==> src/rtl/conv_window_ctrl.sv <==
// Frame sequencer for the 3x3 convolution datapath: raster position, window qualifier, kernel latch.
// Latency: counters/state update on the sampling edge; oWVAL trails the accepted pixel by LAT clocks.
// No backpressure: every iDVAL in ACTIVE is accepted; stray iDVAL in IDLE/DONE sets sticky oERR.
module conv_window_ctrl #(
    parameter int WIDTH  = 640,
    parameter int HEIGHT = 480,
    parameter int LAT    = 3
) (
    input  logic       iCLK,
    input  logic       iRST,
    input  logic       iFVAL,
    input  logic       iDVAL,
    input  logic [1:0] iKSEL,
    input  logic       iKSEL_WR,
    output logic [1:0] oKSEL,
    output logic [9:0] oX,
    output logic [8:0] oY,
    output logic       oWVAL,
    output logic       oBUSY,
    output logic       oEOF,
    output logic       oERR
);

    typedef enum logic [1:0] {IDLE, ACTIVE, DONE} state_t;

    localparam logic [9:0] X_LAST = 10'(WIDTH - 1);
    localparam logic [8:0] Y_LAST = 9'(HEIGHT - 1);

    state_t           state, state_nxt;
    logic             fval_q;
    logic             fval_rise;
    logic [1:0]       ksel_pend, ksel_pend_nxt;
    logic [9:0]       x_nxt;
    logic [8:0]       y_nxt;
    logic             err_set;
    logic             eof_nxt;
    logic             start;
    logic             win;
    logic [LAT-1:0]   wpipe;

    assign fval_rise     = iFVAL & ~fval_q;
    // A write in the same cycle as frame start must be the value that frame uses.
    assign ksel_pend_nxt = iKSEL_WR ? iKSEL : ksel_pend;
    assign win           = iDVAL && (state == ACTIVE) && (oX >= 10'd2) && (oY >= 9'd2);
    assign oWVAL         = wpipe[LAT-1];

    // Next-state, counter and event decode.
    always_comb begin
        state_nxt = state;
        x_nxt     = oX;
        y_nxt     = oY;
        err_set   = 1'b0;
        eof_nxt   = 1'b0;
        start     = 1'b0;
        case (state)
            IDLE: begin
                if (iDVAL) err_set = 1'b1;
                if (fval_rise) begin
                    state_nxt = ACTIVE;
                    x_nxt     = 10'd0;
                    y_nxt     = 9'd0;
                    start     = 1'b1;
                end
            end
            ACTIVE: begin
                if (!iFVAL) begin
                    // Frame ended before its last pixel: short frame.
                    state_nxt = IDLE;
                    err_set   = 1'b1;
                end else if (iDVAL) begin
                    if (oX == X_LAST) begin
                        x_nxt = 10'd0;
                        if (oY == Y_LAST) begin
                            // Counters park at the origin once the frame is complete.
                            y_nxt     = 9'd0;
                            state_nxt = DONE;
                            eof_nxt   = 1'b1;
                        end else begin
                            y_nxt = oY + 9'd1;
                        end
                    end else begin
                        x_nxt = oX + 10'd1;
                    end
                end
            end
            DONE: begin
                if (iDVAL) err_set = 1'b1;
                if (!iFVAL) state_nxt = IDLE;
            end
            default: state_nxt = IDLE;
        endcase
    end

    // State, counters, kernel registers and status outputs.
    always_ff @(posedge iCLK or negedge iRST) begin
        if (!iRST) begin
            state     <= IDLE;
            fval_q    <= 1'b0;
            oX        <= 10'd0;
            oY        <= 9'd0;
            ksel_pend <= 2'd0;
            oKSEL     <= 2'd0;
            oBUSY     <= 1'b0;
            oEOF      <= 1'b0;
            oERR      <= 1'b0;
        end else begin
            state     <= state_nxt;
            fval_q    <= iFVAL;
            oX        <= x_nxt;
            oY        <= y_nxt;
            ksel_pend <= ksel_pend_nxt;
            if (start) oKSEL <= ksel_pend_nxt;
            oBUSY     <= (state_nxt == ACTIVE);
            oEOF      <= eof_nxt;
            if (err_set) oERR <= 1'b1;
        end
    end

    // Window-valid delay line, free-running like the datapath's valid pipeline.
    always_ff @(posedge iCLK or negedge iRST) begin
        if (!iRST) begin
            wpipe <= '0;
        end else begin
            wpipe[0] <= win;
            for (int i = 1; i < LAT; i++) wpipe[i] <= wpipe[i-1];
        end
    end

endmodule

==> config.mk <==
export PLATFORM = sky130hd
export DESIGN_NAME = conv_window_ctrl
export DESIGN_NICKNAME = d
export VERILOG_FILES = /design/src/rtl/conv_window_ctrl.sv
export SDC_FILE = /design/constraint.sdc
export NUM_CORES = 1
export LEC_CHECK = 0
export CAP_MARGIN = 20
export CORE_ASPECT_RATIO = 1.4
export CORE_MARGIN = 3
export CORE_UTILIZATION = 40
export CTS_CLUSTER_DIAMETER = 200
export DETAILED_ROUTE_END_ITERATION = 8
export HOLD_SLACK_MARGIN = 0.02
export SLEW_MARGIN = 20
export SYNTH_ARGS = -nofsm -noshare
export SYNTH_HDL_FRONTEND = slang
export SYNTH_SLANG_ARGS = --single-unit
==> constraint.sdc <==
create_clock -name iCLK -period 2 [get_ports iCLK]
set_input_delay 0.2 -clock iCLK [delete_from_list [all_inputs] [get_ports iCLK]]
set_output_delay 0.2 -clock iCLK [all_outputs]
set_load 0.01 [all_outputs]
==> impl_metrics.json, run 1 <==
{
  "outcome": "finished, final reports clean",
  "post_synth_instance_area_sq_mm": 0.001718,
  "fmax_mhz": 556.5,
  "rsz0062_at_grt": "false",
  "timing.hold.worst.class": "input pin to asynchronous set/reset pin",
  "synthArstFlopShare_pct": 100.0,
  "final_net_count": 231,
  "launching_element_type_of_the_critical_path": "flop",
  "most_frequent_standard_cell_in_the_layout_excluding_fill_and_tap_cells": "sky130_fd_sc_hd__dfrtp_1",
  "post_cts.repair.setup_buffers": 0,
  "timing.clock.skew_ns": 0.005464,
  "place_ws_ns": 0.04399,
  "power_density_mw_per_mm2": 832.2,
  "yosysTopAreaCell": "sky130_fd_sc_hd__dfrtp_1",
  "synthCells": 172,
  "detailedPlacementHpwl_um": 3204,
  "ctsRootBufferMaster": "sky130_fd_sc_hd__clkbuf_8",
  "drt_antenna_net_count": 0,
  "die_x_um": 61.39,
  "num_antenna_cells": 0,
  "die_y_um": 83.54,
  "vdd_ir_drop_max_v": 0.0006649,
  "placeableCoreArea_sq_mm": 0.004020,
  "layout.cells.most_common_list": "sky130_fd_sc_hd__dfrtp_1 (32), sky130_fd_sc_hd__clkdlybuf4s50_1 (31), sky130_fd_sc_hd__buf_4 (21)",
  "drive_above_1_share_pct": 19.00,
  "synth_top_flop_cell": "sky130_fd_sc_hd__dfrtp_1",
  "final_hold_viol_count": 0,
  "clock_insertion_delay_worst_skew_ns": 0.29,
  "num_io_pins": 32,
  "cellLeakagePower_uw": 0.0009721,
  "clk_transition_reported_paths_ns": 0.07,
  "worstRegToRegCells": 5,
  "gr-usage-all-layers_pct": 19.62,
  "min_period_ns": 1.797,
  "grt_remaining_overflow": 0,
  "crit_required_ns": 2.22,
  "path_max_fanout": 6,
  "final.hold.worst_slack_ns": 0.3080,
  "number_of_cts_inserted_buffers": 5,
  "die_area_sq_mm": 0.005128,
  "synth_top_area_share_pct": 46.61,
  "rrSetupSlack_ns": 0.20,
  "synth.lib_cells_used.distinct": 44,
  "pin_count_of_the_biggest_net_entering_global_routing": 33,
  "layout_worst_path_cycle_share_pct": 89.84,
  "synth_warnings": 0,
  "drtPass1Iterations": 4,
  "cts_tree": "built",
  "drc": 0,
  "synth_fp_nets": 183,
  "clk_path_buf_depth": 2,
  "worst_slack_ns": 0.2032,
  "wire_per_inst_um": 16.83,
  "arrival_ns": 2.01,
  "num_rows": 27,
  "placed_cells_incl_taps": 256,
  "initial_cell_density_of_the_core_pct": 42.73,
  "antenna_found_initial": 0,
  "finalSetupTns_ns": 0,
  "routed_wl_um": 4443,
  "postSynthRegisterBits": 32,
  "viasPerCell": 5.947,
  "synth_edf_count": 0,
  "gpl.final_weighted_congestion": 0.8840,
  "max_cap_violations": 0,
  "h-tree-depth": 2,
  "detailed_place.area_sq_mm": 0.002178,
  "timing.final.setup_violations": 0,
  "tritoncts_num_sinks": 32,
  "dr.first_iter.drc_count": 65,
  "critical_path_sink_type": "flop",
  "seq_area_frac_synth_pct": 46.61,
  "vias": 1570,
  "avgSynthCellArea_sq_um": 9.988,
  "stdcell_count": 264,
  "io_buffer_count": 31,
  "cts_hold_buffers": 0,
  "vias_in_the_first_global_route": 1609,
  "worstSetupPathType": "flop to flop",
  "worst_max_slew_margin_expressed_relative_to_the_limit_pct": 72.02,
  "finalMaxSlewViolations": 0,
  "flow.area_growth_from_synthesis_pct": 33.72,
  "post-route-cell-area_sq_mm": 0.002297,
  "synthTopCellsByArea": "sky130_fd_sc_hd__dfrtp_1 (47%), sky130_fd_sc_hd__o21ai_0 (4.4%), sky130_fd_sc_hd__mux2_2 (3.3%)",
  "worst_pin_slew_ns": 0.4198,
  "grt_pass1_wl_um": 7728
}
[worst max-delay path, stage by stage (launching register included)]
cell                       delay (ns)
sky130_fd_sc_hd__dfrtp_1         0.37
sky130_fd_sc_hd__ha_1            0.22
sky130_fd_sc_hd__and3_1          0.33
sky130_fd_sc_hd__nand4_2         0.22
sky130_fd_sc_hd__or4_1           0.53
sky130_fd_sc_hd__o211ai_2        0.07
[cell usage after synthesis (all sizes together) (5+ instances only)]
master and n:
nand2b 5, or4 5, o21ai 16, o31ai 5, dfrtp 32, nand4 8, buf 8, o211ai 6
nand2 8, nor2 12, mux2 5, nand3 10, nor4 5
[path summary, 6_finish.rpt]
path | to | startpoint
min in group iCLK | wpipe[2]$_DFF_PN0_ | wpipe[1]$_DFF_PN0_
worst max-delay path | oY[8]$_DFFE_PN0P_ | oX[0]$_DFFE_PN0P_
worst min register to register | wpipe[2]$_DFF_PN0_ | wpipe[1]$_DFF_PN0_
worst max register to register | oY[8]$_DFFE_PN0P_ | oX[0]$_DFFE_PN0P_
max in group asynchronous | oX[4]$_DFFE_PN0P_ | iRST
worst min-delay path | oY[4]$_DFFE_PN0P_ | iRST
[per-layer routing]
metal / vias to the layer above / part of all wire (%) / track usage (%)
li1: 749 / - / -
met1: 759 / 43 / 25.22
met2: 53 / 51 / 30.44
met3: 9 / 4.2 / 4.644
met4: 0 / 2.4 / 8.687
met5: - / 0 / 0
[metrics by stage]
step                      utilization (%)  total power (uW)
after global routing                57.14              2024
after detailed placement            54.19              1295
after floorplan                         -              1012
final                               57.14              1912
after global placement              54.19              1290
after CTS                           56.96              1928
[where the power goes]
group	leakage, uW	switching, uW	internal, uW
logic	0.000503	235	259
registers	0.000415	71.6	722
clock network	0.0000541	256	368
total	0.000972	562	1350
[registers in the layout (all words and copies together), names as in the netlist]
name and flops:
oX 10, state 2, oEOF 1, fval_q 1, wpipe 3, oY 9, oKSEL 2, oERR 1
ksel_pend 2, oBUSY 1
[timing repair]
action,in CTS,in global routing
gates resized for setup,0,2
hold endpoints to repair,0,0
setup endpoints to repair,0,2
[cell families (layout without fill, tap and decap cells)]
kind of cell | Yosys count | count (layout) | synth area share (%)
and+or+nand+nor | 73 | 73 | 25.35
xor gates and xnor gates | 2 | 2 | 1.020
buffers and inverters | 15 | 64 | 4.442
adders and majority gates | 4 | 4 | 2.913
AOI/OAI and AO/OA | 41 | 41 | 16.39
muxes | 5 | 5 | 3.277
DFF | 32 | 32 | 46.61
[area by class of cell]
type | instances | area, sq um
clock inverters | 3 | 42.54
inverters | 4 | 15.01
fillers | 349 | 1723
well taps | 43 | 53.80
flip-flops and latches | 32 | 800.8
repair buffers | 52 | 467.9
multi-input cells | 125 | 848.3
clock buffers | 5 | 68.82
Power figures use the tool's default switching activity.
==> inputs of run 2 (changes only) <==
==> constraint.sdc (replaced) <==
create_clock -name iCLK -period 2.1 [get_ports iCLK]
set_input_delay 0.21 -clock iCLK [delete_from_list [all_inputs] [get_ports iCLK]]
set_output_delay 0.21 -clock iCLK [all_outputs]
set_load 0.01 [all_outputs]
==> impl_metrics.json, run 2 (synthesis results as in run 1) <==
{
  "outcome": "finished, final reports clean",
  "drtPass1Iterations": 4,
  "finalSetupTns_ns": 0,
  "worstSetupPathType": "flop to flop",
  "worst_pin_slew_ns": 0.4064,
  "h-tree-depth": 2,
  "gr-usage-all-layers_pct": 19.22,
  "layout.cells.most_common_list": "sky130_fd_sc_hd__dfrtp_1 (32), sky130_fd_sc_hd__clkdlybuf4s50_1 (31), sky130_fd_sc_hd__buf_4 (17)",
  "finalMaxSlewViolations": 0,
  "clock_insertion_delay_worst_skew_ns": 0.28,
  "final_net_count": 227,
  "top_register": "oX",
  "cellLeakagePower_uw": 0.0009455,
  "final_hold_viol_count": 0,
  "vdd_ir_drop_max_v": 0.0003452,
  "min_period_ns": 1.908,
  "wire_per_inst_um": 16.78,
  "worstPathBufferInverterCount": 0,
  "crit_path_top_delay_cell": "sky130_fd_sc_hd__or4_1",
  "tritoncts_num_sinks": 32,
  "final.hold.worst_slack_ns": 0.3198,
  "placeableCoreArea_sq_mm": 0.004020,
  "initial_cell_density_of_the_core_pct": 42.73,
  "clk_path_buf_depth": 2,
  "largestRegisters": "oX (10), oY (9), wpipe (3)",
  "drc": 0,
  "vias": 1544,
  "placed_cells_incl_taps": 252,
  "drive_above_1_share_pct": 17.05,
  "layout_worst_path_cycle_share_pct": 90.88,
  "critical_path.reg2reg.endpoint": "oY[8]$_DFFE_PN0P_",
  "slowest_delay_ns": 0.56,
  "viasPerCell": 5.938,
  "num_rows": 27,
  "launching_element_type_of_the_critical_path": "flop",
  "max_cap_violations": 0,
  "clk_transition_reported_paths_ns": 0.07,
  "power_density_mw_per_mm2": 744.9,
  "cts_tree": "built",
  "post_cts.repair.setup_buffers": 0,
  "die_area_sq_mm": 0.005128,
  "flow.area_growth_from_synthesis_pct": 30.37,
  "detailedPlacementHpwl_um": 3190,
  "num_antenna_cells": 0,
  "final.fill_count": 362,
  "die_x_um": 61.39,
  "fmax_mhz": 524.0,
  "timing.final.setup_violations": 0,
  "worst_max_slew_margin_expressed_relative_to_the_limit_pct": 72.90,
  "pin_count_of_the_biggest_net_entering_global_routing": 33,
  "io_buffer_count": 31,
  "number_of_cts_inserted_buffers": 5,
  "dr.first_iter.drc_count": 96,
  "routed_wl_um": 4363,
  "grt_remaining_overflow": 0,
  "grt_pass1_wl_um": 7624,
  "timing.hold.worst.class": "input pin to asynchronous set/reset pin",
  "arrival_ns": 2.11,
  "path_max_fanout": 6,
  "rrSetupSlack_ns": 0.19,
  "ctsRootBufferMaster": "sky130_fd_sc_hd__clkbuf_8",
  "most_frequent_standard_cell_in_the_layout_excluding_fill_and_tap_cells": "sky130_fd_sc_hd__dfrtp_1",
  "die_y_um": 83.54,
  "path_cells": "ha_1 -> and3_1 -> nand4_2 -> or4_1 -> o211ai_2",
  "crit_required_ns": 2.30,
  "cp_top_family": "simple AND/OR/NAND/NOR gates",
  "timing.clock.skew_ns": 0.009240,
  "num_io_pins": 32,
  "stdcell_count": 260,
  "postLayoutCoreUtil_pct": 55.71,
  "worst_r2r_startpoint": "oX[0]$_DFFE_PN0P_",
  "worstRegToRegCells": 5,
  "drt_antenna_net_count": 0,
  "rsz0062_at_grt": "false",
  "largest_register_ff_count": 10,
  "critical_path_sink_type": "flop",
  "gpl.final_weighted_congestion": 0.8356,
  "antenna_found_initial": 0,
  "vias_in_the_first_global_route": 1572,
  "cts_hold_buffers": 0
}
-- run 2: worst max path at each step --
stage	depth (start not counted)	from	slack, ns	end
finish	5	oX[0]$_DFFE_PN0P_	0.19	oY[8]$_DFFE_PN0P_
global placement	6	iDVAL	0.17	oX[7]$_DFFE_PN0P_
CTS	5	oY[0]$_DFFE_PN0P_	0.17	oY[5]$_DFFE_PN0P_
floorplan	6	oY[1]$_DFFE_PN0P_	0.32	oY[5]$_DFFE_PN0P_
global route	5	oY[0]$_DFFE_PN0P_	0.12	oY[5]$_DFFE_PN0P_
detailed placement	6	iDVAL	0.11	oX[7]$_DFFE_PN0P_
-- run 2: what timing repair did --
action	4_1_cts	5_1_grt
gates resized for setup	0	1
endpoints found under the setup margin	0	2
hold endpoints to repair	0	0
-- run 2: cell type report --
type                       count  area, sq um  area share [%]
tap                           43        53.80           2.402
inverter                       4        15.01          0.6704
timing repair buffer          48        437.9           19.55
clock buffer                   5        68.82           3.073
sequential                    32        800.8           35.75
clock inverter                 3        18.77          0.8380
multi-input combinational    125        844.6           37.71
-- run 2: report_power, final --
part           internal [uW]  total, uW  switching [uW]
combinational            231        440             209
sequential               688        768            80.5
clock                    230        460             229
total                   1150       1670             519
-- run 2: through the flow --
step	instance area [sq um]	setup slack [ns]	total power (uW)
after floorplan	1718	0.3202	964.1
after detailed placement	2148	0.1118	1220
after global routing	2240	0.1188	1780
final	2240	0.1915	1668
after global placement	2148	0.1662	1207
after CTS	2236	0.1680	1688
-- run 2: worst register-to-register path, delay by kind of cell (launching register included) --
kind | cells | cell delay, ns
and+or+nand+nor | 3 | 1.14
DFF | 1 | 0.36
adders and majority gates | 1 | 0.25
AOI/OAI and AO/OA | 1 | 0.08
-- run 2: per-layer routing --
| layer | global-route usage, % | vias up | part of all wire, % |
|---|---|---|---|
| met5 | 0 | - | 0 |
| met3 | 4.489 | 7 | 4.9 |
| met2 | 28.52 | 62 | 51 |
| li1 | - | 738 | - |
| met4 | 7.722 | 0 | 1.6 |
| met1 | 26.49 | 737 | 42 |
